--- src/rtl/alu_pkg.sv ---
// Shared definitions for the execute-stage issue controller:
// ALU operation codes, R-type funct values, FSM state and decode kind.
package alu_pkg;

  localparam logic [5:0] OPC_RTYPE = 6'h00;

  localparam logic [4:0] ALU_SLL   = 5'b00000;
  localparam logic [4:0] ALU_ROL   = 5'b00001;
  localparam logic [4:0] ALU_SRL   = 5'b00010;
  localparam logic [4:0] ALU_ROR   = 5'b00011;
  localparam logic [4:0] ALU_SRA   = 5'b00110;
  localparam logic [4:0] ALU_MULLO = 5'b10000;
  localparam logic [4:0] ALU_DIV   = 5'b10001;
  localparam logic [4:0] ALU_MULHI = 5'b10010;
  localparam logic [4:0] ALU_REM   = 5'b10011;
  localparam logic [4:0] ALU_ADD   = 5'b10110;
  localparam logic [4:0] ALU_SUB   = 5'b10111;
  localparam logic [4:0] ALU_AND   = 5'b11000;
  localparam logic [4:0] ALU_OR    = 5'b11001;
  localparam logic [4:0] ALU_NOR   = 5'b11010;
  localparam logic [4:0] ALU_XOR   = 5'b11011;
  localparam logic [4:0] ALU_SLT   = 5'b11111;

  localparam logic [5:0] FN_SLL  = 6'h00;
  localparam logic [5:0] FN_ROL  = 6'h01;
  localparam logic [5:0] FN_SRL  = 6'h02;
  localparam logic [5:0] FN_SRA  = 6'h03;
  localparam logic [5:0] FN_ROR  = 6'h05;
  localparam logic [5:0] FN_MFHI = 6'h10;
  localparam logic [5:0] FN_MFLO = 6'h12;
  localparam logic [5:0] FN_MULT = 6'h18;
  localparam logic [5:0] FN_DIV  = 6'h1A;
  localparam logic [5:0] FN_ADD  = 6'h20;
  localparam logic [5:0] FN_SUB  = 6'h22;
  localparam logic [5:0] FN_AND  = 6'h24;
  localparam logic [5:0] FN_OR   = 6'h25;
  localparam logic [5:0] FN_XOR  = 6'h26;
  localparam logic [5:0] FN_NOR  = 6'h27;
  localparam logic [5:0] FN_SLT  = 6'h2A;

  typedef enum logic [2:0] {
    ST_IDLE, ST_EXEC, ST_WB, ST_MD_LO, ST_MD_HI
  } state_t;

  typedef enum logic [2:0] {
    K_SINGLE, K_MD, K_MFHI, K_MFLO, K_ILLEGAL
  } kind_t;

endpackage

--- src/rtl/alu_funct_decode.sv ---
// Combinational R-type decode: funct/opcode to ALU op and instruction kind.
// For MULT/DIV the op returned is the LO pass; the HI pass is chosen later.
module alu_funct_decode
  import alu_pkg::*;
(
  input  logic [5:0] opcode,
  input  logic [5:0] funct,
  output logic [4:0] op,
  output kind_t      kind
);

  // Map the funct field; any non-R-type opcode is illegal with a zero op.
  always_comb begin
    op   = ALU_SLL;
    kind = K_ILLEGAL;
    if (opcode == OPC_RTYPE) begin
      kind = K_SINGLE;
      case (funct)
        FN_SLL:  op = ALU_SLL;
        FN_ROL:  op = ALU_ROL;
        FN_SRL:  op = ALU_SRL;
        FN_ROR:  op = ALU_ROR;
        FN_SRA:  op = ALU_SRA;
        FN_ADD:  op = ALU_ADD;
        FN_SUB:  op = ALU_SUB;
        FN_AND:  op = ALU_AND;
        FN_OR:   op = ALU_OR;
        FN_NOR:  op = ALU_NOR;
        FN_XOR:  op = ALU_XOR;
        FN_SLT:  op = ALU_SLT;
        FN_MULT: begin op = ALU_MULLO; kind = K_MD; end
        FN_DIV:  begin op = ALU_DIV;   kind = K_MD; end
        FN_MFHI: kind = K_MFHI;
        FN_MFLO: kind = K_MFLO;
        default: kind = K_ILLEGAL;
      endcase
    end
  end

endmodule

--- src/rtl/alu_issue_ctrl.sv ---
// Execute-stage issue controller: handshakes R-type instructions in,
// drives a registered ALU op, registers single-op results for writeback
// and runs MULT/DIV as two held ALU passes into LO then HI.
module alu_issue_ctrl
  import alu_pkg::*;
#(
  parameter int WIDTH  = 32,
  parameter int MD_LAT = 4
) (
  input  logic             clk,
  input  logic             rst_n,
  input  logic             in_valid,
  output logic             in_ready,
  input  logic [5:0]       opcode,
  input  logic [5:0]       funct,
  output logic [4:0]       alu_op,
  input  logic [WIDTH-1:0] alu_result,
  input  logic             alu_of,
  output logic             wb_valid,
  output logic [WIDTH-1:0] wb_data,
  output logic             wb_of,
  output logic [WIDTH-1:0] hi,
  output logic [WIDTH-1:0] lo,
  output logic             illegal
);

  localparam int CNT_W = (MD_LAT > 1) ? $clog2(MD_LAT) : 1;

  state_t           state, state_nxt;
  logic [4:0]       dec_op;
  kind_t            dec_kind;
  kind_t            ex_kind;
  logic             md_div;
  logic [CNT_W-1:0] cnt;
  logic             cnt_last;
  logic             accept;

  alu_funct_decode u_dec (
    .opcode (opcode),
    .funct  (funct),
    .op     (dec_op),
    .kind   (dec_kind)
  );

  assign accept   = in_valid & in_ready;
  assign cnt_last = (cnt == CNT_W'(MD_LAT - 1));

  // State register.
  always_ff @(posedge clk or negedge rst_n) begin
    if (!rst_n) state <= ST_IDLE;
    else        state <= state_nxt;
  end

  // Next-state logic; WB accepts like IDLE so issue can overlap writeback.
  always_comb begin
    state_nxt = state;
    case (state)
      ST_IDLE, ST_WB: begin
        state_nxt = ST_IDLE;
        if (accept) begin
          case (dec_kind)
            K_SINGLE, K_MFHI, K_MFLO: state_nxt = ST_EXEC;
            K_MD:                     state_nxt = ST_MD_LO;
            default:                  state_nxt = ST_IDLE;
          endcase
        end
      end
      ST_EXEC:  state_nxt = ST_WB;
      ST_MD_LO: if (cnt_last) state_nxt = ST_MD_HI;
      ST_MD_HI: if (cnt_last) state_nxt = ST_IDLE;
      default:  state_nxt = ST_IDLE;
    endcase
  end

  // State-decoded handshake and writeback strobe.
  always_comb begin
    in_ready = (state == ST_IDLE) || (state == ST_WB);
    wb_valid = (state == ST_WB);
  end

  // Registered ALU op: loaded on accept, swapped to the HI pass, cleared after use.
  always_ff @(posedge clk or negedge rst_n) begin
    if (!rst_n) begin
      alu_op  <= ALU_SLL;
      ex_kind <= K_SINGLE;
      md_div  <= 1'b0;
    end else if (accept) begin
      alu_op  <= dec_op;
      ex_kind <= dec_kind;
      md_div  <= (dec_op == ALU_DIV);
    end else if (state == ST_EXEC) begin
      alu_op  <= ALU_SLL;
    end else if ((state == ST_MD_LO) && cnt_last) begin
      alu_op  <= md_div ? ALU_REM : ALU_MULHI;
    end else if ((state == ST_MD_HI) && cnt_last) begin
      alu_op  <= ALU_SLL;
    end
  end

  // Hold counter for the multicycle mul/div passes; restarts each pass.
  always_ff @(posedge clk or negedge rst_n) begin
    if (!rst_n)
      cnt <= '0;
    else if ((state == ST_MD_LO) || (state == ST_MD_HI))
      cnt <= cnt_last ? '0 : cnt + 1'b1;
    else
      cnt <= '0;
  end

  // Writeback capture at the end of EXEC; MFHI/MFLO bypass the ALU.
  always_ff @(posedge clk or negedge rst_n) begin
    if (!rst_n) begin
      wb_data <= '0;
      wb_of   <= 1'b0;
    end else if (state == ST_EXEC) begin
      case (ex_kind)
        K_MFHI:  begin wb_data <= hi; wb_of <= 1'b0; end
        K_MFLO:  begin wb_data <= lo; wb_of <= 1'b0; end
        default: begin wb_data <= alu_result; wb_of <= alu_of; end
      endcase
    end
  end

  // HI/LO capture on the last held cycle of each pass; divide-by-zero is not special.
  always_ff @(posedge clk or negedge rst_n) begin
    if (!rst_n) begin
      lo <= '0;
      hi <= '0;
    end else begin
      if ((state == ST_MD_LO) && cnt_last) lo <= alu_result;
      if ((state == ST_MD_HI) && cnt_last) hi <= alu_result;
    end
  end

  // One-cycle pulse for an accepted unsupported instruction.
  always_ff @(posedge clk or negedge rst_n) begin
    if (!rst_n) illegal <= 1'b0;
    else        illegal <= accept && (dec_kind == K_ILLEGAL);
  end

endmodule
--- config.mk ---
export PLATFORM = sky130hd
export DESIGN_NAME = alu_issue_ctrl
export DESIGN_NICKNAME = d
export VERILOG_FILES = /design/src/rtl/alu_pkg.sv /design/src/rtl/alu_funct_decode.sv /design/src/rtl/alu_issue_ctrl.sv
export SDC_FILE = /design/constraint.sdc
export NUM_CORES = 1
export LEC_CHECK = 0
export CAP_MARGIN = 25
export CORE_MARGIN = 2
export CORE_UTILIZATION = 40
export DETAILED_ROUTE_END_ITERATION = 6
export GPL_ROUTABILITY_DRIVEN = 0
export HOLD_SLACK_MARGIN = 0.15
export PLACE_DENSITY = 0.69
export RECOVER_POWER = 50
export SYNTH_ARGS = -nofsm -noshare
export SYNTH_HDL_FRONTEND = slang
export SYNTH_SLANG_ARGS = --single-unit
--- constraint.sdc ---
create_clock -name clk -period 3.83 [get_ports clk]
set_input_delay 1.149 -clock clk [delete_from_list [all_inputs] [get_ports clk]]
set_output_delay 1.149 -clock clk [all_outputs]
set_load 0.005 [all_outputs]
==> results.md <==
STA
• **post-route clock period utilization** 0.786
• **final setup skew** 11.0 ps
• **final-layout worst hold slack** 448 ps
• **final hold violation count** 0
• **final worst-path setup slack** 820 ps
• **unrepaired setup endpoints after global routing** false
• **final period demand of the worst path** 3010 ps
• **actual slew at the worst max-slew pin** 2310 ps
• **highest clock rate** 332 MHz
• **total of endpoints with negative setup slack in the final report** 0
• **Relative slew margins** -0.540
• **Slew Limit Fails** 44
• **Post-Route Setup TNS** 0 ps

Worst setup path
• **arrival time worst endpoint** 3300 ps
• **kind of start point of the critical path** input pin
• **delay of the slowest cell on the worst path** 780 ps
• **kind of end point of the critical path** flop
• **Worst path most repeated cell** a2111oi_0
• **Crit-path slowest cell** clkdlybuf4s50_1
• **critical path fanouts, max** 15
• **cell chain of the critical path** clkdlybuf4s50_1 -> inv_1 -> a2111oi_0 -> o21bai_1 -> a2111oi_0 -> o22a_1
• **required time worst endpoint** 4120 ps
• **WS Path Type** input pin to flop

Clocking
• **Clock H-tree levels** 3
• **number of gates resized after cts** 0
• **number of hold-repair buffers added at the cts stage** 0
• **clock insertion delay at the later pin of the skew report** 350 ps
• **CTS clk-pin slew, worst paths** 70 ps
• **post-CTS setup buffer count** 0
• **CTS tree** built
• **clock buffer count from CTS** 9
• **Num Clock Sinks** 112
• **buffer cell driving the clock tree root** clkbuf_16
• **CTS max path bufs** 2

Synth
• **share of flip-flops with an asynchronous set or reset after synthesis** 1.00
• **share of the yosys chip area belonging to registers** 0.539
• **post-synth design cell area** 5200 µm²
• **Avg Inst Size Synth** 10.9 µm²
• **instance count of the mapped netlist** 477
• **Post-synth EDFFs** 0
• **synthesized net count** 526
• **Most used DFF post-synth** dfrtp_1
• **number of synthesized register bits** 112
• **Synthesis Warnings** 0
• **Cell variety after synth** 42

Placement
• **pre-CTS worst setup slack** 521 ps
• **number of I/O port buffers** 152
• **number of instances in the placed design** 772
• **hpwl dp** 8720 µm

Floorplanning
• **IO Pins** 153
• **area of the placeable core** 12700 µm²
• **Die Area** 13900 µm²
• **die outline width** 118 µm
• **starting density of the core** 0.411
• **vertical die dimension** 118 µm
• **cell row count** 41

Cells and area
• **share of layout cells above drive strength 1** 0.154
• **net count of the finished layout** 660
• **filler-free cell count of the finished design** 788
• **layout-stage area growth over the synthesis result** 37.3%
• **Inserted Diodes** 0

GRT
• **antenna violations before repair** 0
• **final global-route overflow total** 0
• **largest net degree at the start of global routing** 44
• **via count of the first global-routing pass** 4085
• **wire length of the first global-routing pass** 20600 µm
• **global routing usage summed across all routing layers** 0.183

Job
• **Max Cap Violations** 1

Drt
• **DRC violations left** 0
• **Total Wirelength** 12400 µm
• **routed length per placed instance** 15.7 µm
• **detailed-routing iteration count for the pre-antenna-repair pass** 4
• **drt via density** 5.11
• **DRT iter0 DRCs** 199
• **remaining antenna violation count after routing** 0
• **via count of the routed design** 4030

Pwr
• **Leak** 2.92 nW
• **maximum resistive drop on vdd** 222 µV
• **power per unit of standard cell area** 351 nW/µm²
• **PnR Total Power** 2.51 mW

Min path
• **class of the tightest hold or removal check** flop to flop

Outcome
• **status** complete, but fails checks
• **violated checks** max-capacitance violations, max-slew violations

## metrics by stage
stage	area, µm²	util
CTS	7180	0.567
floorplan	5200	-
detailed placement	6880	0.543
global route	7150	0.564
finish	7150	0.564
global placement	6840	0.540
## layout by cell type, fill, tap and decap left out, types with 4 or more instances in the layout
cell type | netlist | final
nor2_1 | 42 | 42
inv_1 | 10 | 10
clkbuf_8 | 0 | 4
o21ai_0 | 41 | 41
nor3_1 | 4 | 4
a21oi_1 | 38 | 38
nand2_1 | 48 | 48
clkdlybuf4s50_1 | 0 | 151
dfrtp_1 | 112 | 111
mux2_2 | 64 | 64
a2111oi_0 | 4 | 4
clkbuf_16 | 0 | 9
mux2i_1 | 33 | 33
nand2b_1 | 5 | 4
## worst paths after layout
path,startpoint,endpoint,slack (ps),cells past startpoint
min reg2reg,cnt[0],cnt[0],450,1
max,funct[5],alu_op[0],820,6
max in group asynchronous,rst_n,wb_data[31],840,2
min in group asynchronous,rst_n,wb_of,1490,1
max reg2reg,state[0],wb_data[11],970,5
min,cnt[0],cnt[0],450,1
## synthesized netlist by cell type (all sizes together) (5+ instances only)
master	count	area share
o21ai	41	0.039
mux2i	33	0.063
nand2	48	0.035
mux2	64	0.14
clkbuf	26	0.019
buf	10	0.0091
dfrtp	112	0.54
inv	10	0.0072
a21oi	38	0.037
nor3	5	0.0070
nand2b	5	0.0060
nor2	42	0.030
## cell type report
| type | instances | area (µm²) |
|---|---|---|
| fillers | 1119 | 5530 |
| inverters | 10 | 37.5 |
| multi-input cells | 319 | 2220 |
| flip-flops and latches | 112 | 2800 |
| clock inverters | 2 | 12.5 |
| well taps | 172 | 215 |
| repair buffers | 159 | 1570 |
| clock buffers | 14 | 284 |
## cells by family (layout without fill, tap and decap cells)
logic type / Yosys count / count (layout) / share of synthesized area
and+or+nand+nor: 117 / 117 / 0.106
DFF: 112 / 112 / 0.539
AOI/OAI and AO/OA: 104 / 104 / 0.116
muxes: 97 / 97 / 0.202
buffers and inverters: 46 / 185 / 0.0351
adders and majority gates: 1 / 1 / 0.00240
## worst max-delay path: cells and delay by family
kind                   cells  cell delay, ps
AO/OA/AOI/OAI              4            1180
buffers and inverters      2             960
## where the power goes
part / switching, mW / internal, mW
sequential: 0.0382 / 1.24
clock: 0.407 / 0.512
combinational: 0.122 / 0.185
total: 0.566 / 1.94
## flip-flops by register name (all words and copies together) (netlist names)
register	flops
hi	32
ex_kind	3
alu_op	5
cnt	2
wb_of	1
wb_data	32
lo	32
md_div	1
state	3
illegal	1
## routing by layer
metal  vias up  wire (µm)  share of wire  GRT usage
met5         -          0              0          0
met4         0        151          0.012     0.0557
met3        14        770          0.062     0.0547
met2       116       5940           0.48      0.298
met1      1960       5540           0.45      0.237
li1       1940          -              -          -
Note: power is estimated with default switching activity, not from simulation.
==> variant: new RTL, config.mk and constraints unchanged <==
Change the parameter `MD_LAT` from 4 to 2.
--- a/src/rtl/alu_issue_ctrl.sv
+++ b/src/rtl/alu_issue_ctrl.sv
@@ -5,7 +5,7 @@
   import alu_pkg::*;
 #(
   parameter int WIDTH  = 32,
-  parameter int MD_LAT = 4
+  parameter int MD_LAT = 2
 ) (
   input  logic             clk,
   input  logic             rst_n,
Behaviour: not the same (a bounded check fails within 4 cycles, from zero or initial values and one cycle with rst_n low).
==> variant against the original RTL <==
The run still ends with max-capacitance violations, max-slew violations left. Critical path type is now in -> async. Via count decreased by 1.2%. Non-clock buffer count rose by 1. Synthesized cell count decreased by 2.7%. Hold slack better by 0.034 ns. Fmax is 2.8% higher. Wire length down 0.55%. Worst setup slack better by 0.083 ns. Sequential cell count fell by 1. Final area decreased by 1.4%. Area after synthesis down 1.6%. First-iteration DRC count is 3.0% higher. Combinational power shrank 2%. Largest power group unchanged. Highest routed layer unchanged. Count of clock-buffer cells in the layout shrank 2. Total power down 2.6%.
==> variant: results (changes against the original RTL) <==
** Status
- Status :: finished with violations
- Violations in the final reports :: max-capacitance violations, max-slew violations

** Pwr
- Peak supply drop :: 0.000241 V (+8.6%)
- The total leakage power was 2.88 nW (-1.5%).
- The switching power of the nets was 0.566 mW (about the same).

** Synth
- The sequential fraction of the synthesis area was 54.3% (+0.39 points).
- Yosys attributes the largest share of cell area to sky130_fd_sc_hd__dfrtp_1, sky130_fd_sc_hd__mux2_2, sky130_fd_sc_hd__mux2i_1.
- Most instantiated cells after synthesis :: sky130_fd_sc_hd__dfrtp_1, sky130_fd_sc_hd__mux2_2, sky130_fd_sc_hd__nand2_1
- Syn_nets :: 512 (-2.7%)

** Timing
- Rel. slew slack :: -50.0% (+4.0 points)
- The number of pins exceeding their max-slew limit in the final report was 41 (-6.8%).

** GRT
- Global-route wire length before repair :: 19800 µm (-4.2%)

** Worst setup path
- The critical path data arrival time was 2.75 ns (-0.55 ns).
- Largest stage delay on the critical path :: 1.57 ns (+0.79 ns)
- Critical Path Sink :: ex_kind[0]$_DFFE_PN0P_
- The setup slack on the worst flop-to-flop path came to 1.04 ns (+0.07 ns).
- The slowest stage of the critical path is the sky130_fd_sc_hd__clkbuf_1 cell.
- The logic depth of the worst register-to-register path was 4 (-1).
- The endpoint identified for the worst register-to-register timing path is lo[27]$_DFFE_PN0P_.
- Worst-path fanout max :: 41 (+26)

** Detailed routing
- Post-DR vias/cell :: 5.09 (-0.48%)
- The overall routed net length is 12300 µm (-0.55%).
- The wire length per cell after detailed routing is 15.8 µm (+0.21%).

** Job
- The max-cap check violation count came to 1 (unchanged).

** Placement
- DP Cell Count :: 766 (-0.78%)

** Final layout
- The fill cell total of the finished layout was 1096 (-2.1%).
==> variant: cell types whose count changed after synthesis, sizes merged, moves of 3 or more <==
cell | before | now
nor3 | 5 | 2
o22ai | 3 | 0
buf | 10 | 18
nand4 | 0 | 3
clkbuf | 26 | 12
a31oi | 0 | 4
o32a | 0 | 3
a2111oi | 4 | 0
a21oi | 38 | 41
==> variant: cells by family after synthesis <==
family	count (synthesis)	synth area share, %
mux	97	20.5
flops	111	54.3
simple gates	114	9.90
compound gates	103	11.5
buf+inv	39	3.79
==> variant: area by class of cell <==
class / count / area [µm²] / share of cell area [%]
flip-flops and latches: 111 / 2780 / 39.4
inverters: 9 / 33.8 / 0.479
repair buffers: 160 / 1600 / 22.7
clock inverters: 4 / 31.3 / 0.444
well taps: 172 / 215 / 3.05
multi-input cells: 314 / 2150 / 30.4
clock buffers: 12 / 246 / 3.50
==> variant: worst min-delay path by stage <==
stage          cells after the start                 endpoint                     from  slack (ns)
2_1_floorplan                      2   ex_kind[1]$_DFFE_PN0P_   ex_kind[1]$_DFFE_PN0P_        0.45
3_3_place_gp                       2  wb_data[29]$_DFFE_PN0P_  wb_data[29]$_DFFE_PN0P_        0.46
3_5_place_dp                       2   wb_data[8]$_DFFE_PN0P_   wb_data[8]$_DFFE_PN0P_        0.47
4_1_cts                            2   wb_data[8]$_DFFE_PN0P_   wb_data[8]$_DFFE_PN0P_        0.49
5_1_grt                            2  wb_data[17]$_DFFE_PN0P_  wb_data[17]$_DFFE_PN0P_        0.51
6_report                           2   wb_data[8]$_DFFE_PN0P_   wb_data[8]$_DFFE_PN0P_        0.48
==> variant: power groups by stage <==
stage	clock network [mW]	logic, mW	registers [mW]
final	0.873	0.302	1.27
after detailed placement	0	0.306	1.29
after floorplan	0	0.0779	1.29
after CTS	0.899	0.307	1.27
after global routing	0.943	0.335	1.27
after global placement	0	0.300	1.29
==> variant: routing by layer <==
metal	global-route usage [%]	wire length, µm
met5	0	0
met4	4.55	135
met3	5.61	756
met2	31.1	6070
met1	23.7	5370
==> variant: through the flow <==
step	setup slack [ns]	utilization [%]	hold slack [ns]
after floorplan	1.55	-	0.448
after global placement	0.794	53.9	0.462
after detailed placement	0.731	54.0	0.469
after CTS	0.921	56.2	0.485
after global routing	0.435	56.1	0.511
final	0.903	56.1	0.482
